[config.mk]
export PLATFORM = sky130hd
export DESIGN_NAME = same_reader
export DESIGN_NICKNAME = d
export VERILOG_FILES = /design/src/rtl/same_reader_pkg.sv /design/src/rtl/same_reader_fifo.sv /design/src/rtl/same_reader.sv
export SDC_FILE = /design/constraint.sdc
export NUM_CORES = 1
export LEC_CHECK = 0
export ABC_AREA = 1
export CORE_MARGIN = 3
export CORE_UTILIZATION = 52
export CTS_CLUSTER_SIZE = 20
export DETAILED_ROUTE_END_ITERATION = 8
export PLACE_DENSITY = 0.84
export SLEW_MARGIN = 10
export SYNTH_ARGS = -nofsm -noshare
export SYNTH_HDL_FRONTEND = slang
export SYNTH_SLANG_ARGS = --single-unit
[constraint.sdc]
create_clock -name clk -period 3.15 [get_ports clk]
set_input_delay 0.63 -clock clk [delete_from_list [all_inputs] [get_ports clk]]
set_output_delay 0.63 -clock clk [all_outputs]
set_load 0.005 [all_outputs]
[src/rtl/same_reader_pkg.sv]
// Shared widths, FSM encoding and the "same" window start-offset helper
// for the same_reader convolution window extractor.
package same_reader_pkg;

    localparam int unsigned SR_DATA_W = 16;
    localparam int unsigned SR_ADDR_W = 6;

    typedef enum logic [2:0] {
        S_IDLE,
        S_LOAD,
        S_READ,
        S_DRAIN,
        S_DONE
    } state_t;

    // Centre the window inside the full convolution: (size_y-1)>>1, 0 for an empty kernel.
    function automatic logic [SR_ADDR_W-1:0] calc_off(input logic [4:0] size_y);
        logic [SR_ADDR_W-1:0] y;
        y = SR_ADDR_W'(size_y);
        if (y == '0) begin
            return '0;
        end
        return (y - 1'b1) >> 1;
    endfunction

endpackage

[src/rtl/same_reader_fifo.sv]
// Two-entry show-ahead FIFO buffering memory read data toward the output stream.
module same_reader_fifo
    import same_reader_pkg::*;
#(
    parameter int unsigned DATA_W = SR_DATA_W
) (
    input  logic              clk,
    input  logic              rst,
    input  logic              push,
    input  logic [DATA_W-1:0] push_data,
    input  logic              pop,
    output logic [DATA_W-1:0] head,
    output logic              valid,
    output logic [1:0]        count
);

    logic [DATA_W-1:0] mem [2];
    logic              wr_ptr;
    logic              rd_ptr;
    logic [1:0]        count_q;
    logic              do_pop;

    always_comb begin
        do_pop = pop && (count_q != 2'd0);
    end

    always_ff @(posedge clk) begin
        if (rst) begin
            mem[0]  <= '0;
            mem[1]  <= '0;
            wr_ptr  <= 1'b0;
            rd_ptr  <= 1'b0;
            count_q <= 2'd0;
        end else begin
            if (push) begin
                mem[wr_ptr] <= push_data;
                wr_ptr      <= ~wr_ptr;
            end
            if (do_pop) begin
                rd_ptr <= ~rd_ptr;
            end
            case ({push, do_pop})
                2'b10:   count_q <= count_q + 2'd1;
                2'b01:   count_q <= count_q - 2'd1;
                default: count_q <= count_q;
            endcase
        end
    end

    assign head  = mem[rd_ptr];
    assign valid = (count_q != 2'd0);
    assign count = count_q;

endmodule

[src/rtl/same_reader.sv]
// Streams the size_x-long "same" window out of a full-convolution result memory,
// with one-cycle read latency absorbed by a 2-entry FIFO under output backpressure.
module same_reader
    import same_reader_pkg::*;
#(
    parameter int unsigned DATA_W = SR_DATA_W,
    parameter int unsigned ADDR_W = SR_ADDR_W
) (
    input  logic              clk,
    input  logic              rst,
    input  logic              start_i,
    input  logic [4:0]        size_x_i,
    input  logic [4:0]        size_y_i,
    output logic              memz_rd_o,
    output logic [ADDR_W-1:0] memz_addr_o,
    input  logic [DATA_W-1:0] memz_data_i,
    output logic [DATA_W-1:0] dout_o,
    output logic              dout_valid_o,
    input  logic              dout_ready_i,
    output logic              busy_o,
    output logic              done_o
);

    state_t            state_q;
    logic [4:0]        size_x_q;
    logic [4:0]        size_y_q;
    logic [4:0]        remaining_q;
    logic [ADDR_W-1:0] addr_q;
    logic              pend_q;
    logic              done_q;
    logic [1:0]        fifo_count;
    logic              pop;
    logic              rd;
    logic [2:0]        credit;

    // The pop in this cycle frees a slot before the pending read lands, which
    // is what allows one sample per cycle through only two FIFO entries.
    always_comb begin
        pop    = dout_valid_o && dout_ready_i;
        credit = 3'(fifo_count) + 3'(pend_q) - 3'(pop);
        rd     = (state_q == S_READ) && (remaining_q != 5'd0) && (credit < 3'd2);
    end

    same_reader_fifo #(.DATA_W(DATA_W)) u_fifo (
        .clk       (clk),
        .rst       (rst),
        .push      (pend_q),
        .push_data (memz_data_i),
        .pop       (pop),
        .head      (dout_o),
        .valid     (dout_valid_o),
        .count     (fifo_count)
    );

    always_ff @(posedge clk) begin
        if (rst) begin
            state_q     <= S_IDLE;
            size_x_q    <= '0;
            size_y_q    <= '0;
            remaining_q <= '0;
            addr_q      <= '0;
            pend_q      <= 1'b0;
            done_q      <= 1'b0;
        end else begin
            pend_q <= rd;
            done_q <= (state_q == S_DONE);
            case (state_q)
                S_IDLE: begin
                    // The done pulse cycle still reports busy, so starts are refused there too.
                    if (start_i && !done_q) begin
                        size_x_q <= size_x_i;
                        size_y_q <= size_y_i;
                        state_q  <= S_LOAD;
                    end
                end
                S_LOAD: begin
                    addr_q      <= ADDR_W'(calc_off(size_y_q));
                    remaining_q <= size_x_q;
                    state_q     <= (size_x_q == 5'd0) ? S_DONE : S_READ;
                end
                S_READ: begin
                    if (rd) begin
                        addr_q      <= addr_q + 1'b1;
                        remaining_q <= remaining_q - 1'b1;
                        if (remaining_q == 5'd1) begin
                            state_q <= S_DRAIN;
                        end
                    end
                end
                S_DRAIN: begin
                    if (!pend_q && (fifo_count == 2'd0)) begin
                        state_q <= S_DONE;
                    end
                end
                S_DONE: begin
                    state_q <= S_IDLE;
                end
                default: begin
                    state_q <= S_IDLE;
                end
            endcase
        end
    end

    assign memz_rd_o   = rd;
    assign memz_addr_o = addr_q;
    assign busy_o      = (state_q != S_IDLE) || done_q;
    assign done_o      = done_q;

endmodule

## Word level (Yosys, flattened, before mapping)

Memory sizes are Yosys's and may differ from the RTL's. A register that Yosys moved wholly into a read port is not among the register bits.
Index checks and enable logic that the tools add are counted.

- Memories kept: 1
- Input bits: 30
- Memory bits (writable): 32
- Register bits after elaboration: 30

Memory list:

| memory | depth | bits a word | read ports | clocked after memory_dff | wr ports | RTL line | RTL |
|---|---|---|---|---|---|---|---|
| u_fifo.mem | 2 | 16 | 1 | 1 | 2 | same_reader_fifo.sv:17 | `logic [DATA_W-1:0] mem [2];` |

- Mux-type cells: 26
- Reduce and logical (&&, ||, !) cells: 22
- Order comparisons: 1
- Add/subtract/negate cells: 7
- Equality and inequality tests: 11
- Bitwise operators: 2

Operator list:

| operator | number |
|---|---|
| $mux W6 | 3 |
| $mux W16 | 1 |
| $reduce_or A16 Y1 | 1 |
| $mux W3 | 5 |
| $mux W1 | 12 |
| $pmux W3 S4 | 1 |
| $pmux W6 S2 | 1 |
| $logic_not A5 Y1 | 2 |
| $pmux W5 S2 | 1 |
| $add A6 B1 Y6 const B | 1 |
| $eq A3 B2 Y1 const B | 2 |
| $logic_and A1 B1 Y1 | 6 |
| $ne A2 B2 Y1 const B | 3 |
| $reduce_bool A2 Y1 | 3 |
| $sub A5 B1 Y6 const B | 1 |
| $eq A5 B1 Y1 const B | 1 |
| $mux W5 | 1 |
| $reduce_bool A5 Y1 | 1 |
| $sub A5 B1 Y5 const B | 1 |
| $pmux W2 S2 | 1 |
| $reduce_and A2 Y1 | 2 |
| $reduce_and A4 Y1 | 1 |
| $add A2 B1 Y3 | 1 |
| $eq A3 B1 Y1 const B | 1 |
| 14 further kinds | 16 |

## Longest topological paths before layout

- Word-level depth: 7
- Gate-level depth with buffers: 16

## Modules after synthesis

A second synthesis with hierarchy kept.

- Cell total of the unflattened synthesis: 366
- Area total of the unflattened synthesis: 3213.1 um^2

By module, submodules not included:

| module | times used | area each (um^2) | sequential area each (um^2) | cells an instance |
|---|---|---|---|---|
| same_reader_fifo | 1 | 1689.1 | 1061.0 | 138 |
| same_reader | 1 | 1524.0 | 520.5 | 228 |

## Worst setup path before layout

No wires, ideal clock.

- Path kind: input -> output
- Start point: in dout_ready_i
- End point: out memz_rd_o
- Arrival: 2.122 ns
- Setup slack: 0.398 ns
- Cell stages on the path: 9
- Path through: nand2_1 -> inv_1 -> ha_1 -> or2_2 -> fa_1 -> nand2_1 -> nor2_4 -> nand3_2 -> inv_1

- Longest elaborated chain between the ends: 4

RTL lines:

| what | RTL line | RTL |
|---|---|---|
| start, declared | same_reader.sv:19 | `input logic dout_ready_i,` |
| $logic_and A1 B1 Y1 | same_reader.sv:39 | `pop = dout_valid_o && dout_ready_i;` |
| $sub A3 B1 Y3 | same_reader.sv:40 | `credit = 3'(fifo_count) + 3'(pend_q) - 3'(pop);` |
| $lt A3 B2 Y1 | same_reader.sv:41 | `rd = (state_q == S_READ) && (remaining_q != 5'd0) && (credit < 3'd2);` |
| $logic_and A1 B1 Y1 | same_reader.sv:41 |  |
| end, declared | same_reader.sv:14 | `output logic memz_rd_o,` |

No other way between the ends.

## Worst setup path after layout

Same ends and word-level chain as after synthesis.

==> results.md <==
* Crit path capture type: output pin
* RSZ-0062 raised after global routing: false
* Post-synth top area share at between 30% and 40%
* CTS tree: done
* Vias in the first global route at about 2300
* Post-route cell area at 0.003890 mm2
* Initial antenna violation count at 0
* Sequential-to-total area share from yosys stat at a little over half
* Final wirelength at between 6000 and 7000 um
* Final ANT Viol Nets at 0
* Starting Density at a little under three fifths
* Num CTS Buffers at 9
* Clk Latency, worst-skew pair at about 0.34 ns
* Max Fclk at about 0.33 GHz
* Core Rows at 26
* Nets@finish at approximately 440
* Reg-to-reg setup timing slack at 0.51 ns
* Post-Place Cell Area at between 0.003 and 0.004 mm2
* Main synth FF type: edfxtp_1
* Tmin final at just over 3 ns
* Pre-antenna DRT Iters at 5
* Synth Cell Area at 0.002984 mm2
* Slew @ Worst Pin at 0.7023 ns
* Yosys reg bits at 63
* Worst min-delay path class: reg2reg
* Gp weighted congestion at roughly 0.89
* Period utilization at a little over nine tenths
* Critical R2R Capture: remaining_q[3]
* Worst hold slack at ~0.47 ns
* Critical path peak fanout at 2
* Crit Reg-Reg Startpoint: u_fifo.count[0]
* Non-filler cells, final at between 400 and 500
* First-pass GRT wire length at around 9800 um
* CP Class: in2out
* Number of H-tree levels at 3
* Post-synth EDFFs at 32
* Total GRT Usage at approximately a fifth
* Layout cells sized above 1 at 12.94%
* PortBufs at 55
* Critical path origin: dout_ready_i
* Diode count at 0
* Max Root-Sink Buffers at 2
* Most frequent cells after synthesis: nor2_1, inv_1, o21ai_0, edfxtp_1, dfxtp_1
* Average size of a mapped cell at between 8 and 9 um2
* I/O Pins at 56
* Hold_buf cts at 0
* Netlist cell types at 31
* Final clock skew at 0.008012 ns
* Clock sinks at 63
* Pwr/cell area at roughly 830 mW/mm2
* Peak VDD IR at around 0.00053 V
* Residual DRC at 0
* Inst Count DP at 455
* Root buf cell: clkbuf_8
* Hpwl dp at about 4100 um
* Worst endpoint required time at between 2 and 3 ns
* Worst Path Arrival at ~2.4 ns
* Die H at about 82 um
* Core area at 0.005335 mm2
* Worst slew margin at 53.07%
* Final hold vios at 0
* DIE AREA at 0.006684 mm2
* Syn nets at between 300 and 400
* End point of the critical path: memz_rd_o
* Pleak at between 1.5 and 2 nW
* Post-synth top area cell: edfxtp_1
* Drt wl/cell at 12.86 um
* Ys async rst share at 0%
* Via count at ~2400
* Largest net degree at the start of global routing at 20
* Cell count after synthesis at about 330
* Maxcap violations at 0
* Final Max Slew Viols at 0
* Count leader, synth: nor2_1
* Die X-Extent at 81.76 um
* First-iteration detailed-routing DRC count at about 100
* Status: complete, no violations
* Yosys warns at 0
* Top cells by area in the synthesized netlist: edfxtp_1, dfxtp_1, nor2_1, mux2_2, inv_1
* GRT overflow at 0
* Final setup violation count at 0
* Worst-path clk slew at 0.07 ns
* Reg2Reg Depth at 16
* Number of vias per cell at about 5
* Worst setup SP type: input pin
* Total power at approximately 3.2 mW
* Area Overhead vs Synth at 30.36%
[power by group]
| group | total, mW | switching, mW | internal [mW] |
|---|---|---|---|
| Clock | 0.912 | 0.308 | 0.605 |
| Combinational | 1.15 | 0.623 | 0.529 |
| Sequential | 1.17 | 0.142 | 1.03 |
| Total | 3.24 | 1.07 | 2.16 |
[critical path, stage by stage]
cell,delay (ns)
dlygate4sd2_1,0.23
nand2_1,0.06
inv_1,0.05
ha_1,0.28
or2_4,0.23
fa_1,0.53
nand2_2,0.08
nor2_4,0.11
nand3_2,0.07
inv_1,0.07
buf_2,0.11
[metrics by stage]
stage	util (%)	setup WS, ns	setup TNS [ns]
after floorplan	-	0.3983	0
after global placement	67.82	-0.4626	-0.4626
after detailed placement	67.82	-0.5172	-0.5270
after CTS	72.82	0.04990	0
after global routing	72.91	0.01738	0
final	72.91	0.09550	0
[flip-flops by register name, indices dropped and copies added (netlist names), named ones only]
name / cells
pend_q: 1
size_y_q: 5
u_fifo.count: 2
u_fifo.rd_ptr: 1
done_o: 1
size_x_q: 5
memz_addr_o: 6
state_q: 3
remaining_q: 5
u_fifo.mem: 32
u_fifo.wr_ptr: 1
[layout make-up]
cell class	count	area, um2
Fill cell	411	1445
Sequential cell	63	1584
Clock buffer	10	127.6
Multi-Input combinational cell	212	1171
Tap cell	70	87.58
Clock inverter	6	132.6
Inverter	48	182.7
Timing Repair Buffer	63	604.3
[kinds of logic (layout without fill, tap and decap cells)]
logic type | count (synthesis) | in the layout | share of synthesized area, %
xor+xnor | 5 | 5 | 1.467
flops | 63 | 63 | 53.00
buf+inv | 58 | 127 | 7.924
compound gates | 56 | 56 | 9.602
simple gates | 127 | 127 | 18.36
mux | 16 | 16 | 6.038
fa+ha+maj | 8 | 8 | 3.606
[metal layers]
metal,track usage [%],wire [um],vias up
met5,0,0,-
met4,11.96,101,0
met3,4.057,387,8
met2,34.81,3109,69
met1,21.55,2470,1064
li1,-,-,1222
[worst min-delay path by stage]
stage,to,depth (start not counted),from,slack (ns)
floorplan,register,1,u_fifo.rd_ptr,0.43
global placement,u_fifo.rd_ptr,1,u_fifo.rd_ptr,0.44
detailed placement,register,1,u_fifo.rd_ptr,0.44
CTS,register,1,u_fifo.rd_ptr,0.46
global route,u_fifo.rd_ptr,1,u_fifo.rd_ptr,0.49
finish,register,1,u_fifo.rd_ptr,0.47
[placed cells by master (no fill, tap or decap), drive strengths merged, types with 2 or more instances in the layout]
master	instances
nor2	75
clkdlybuf4s50	53
inv	48
o21ai	36
edfxtp	32
dfxtp	31
nand2	31
mux2	16
a21oi	16
nand3	14
clkbuf	10
buf	9
ha	7
nand4	4
xor2	4
bufinv	4
a31oi	2
clkinv	2
[timing repair]
| item | 4_1_cts | 5_1_grt |
|---|---|---|
| buffers inserted | 1 | 0 |
| hold endpoints to repair | 0 | 0 |
| gates resized for setup | 7 | 5 |
| setup endpoints to repair | 1 | 1 |
| pin swaps | 5 | 1 |
Note: power is estimated with default switching activity, not from simulation.
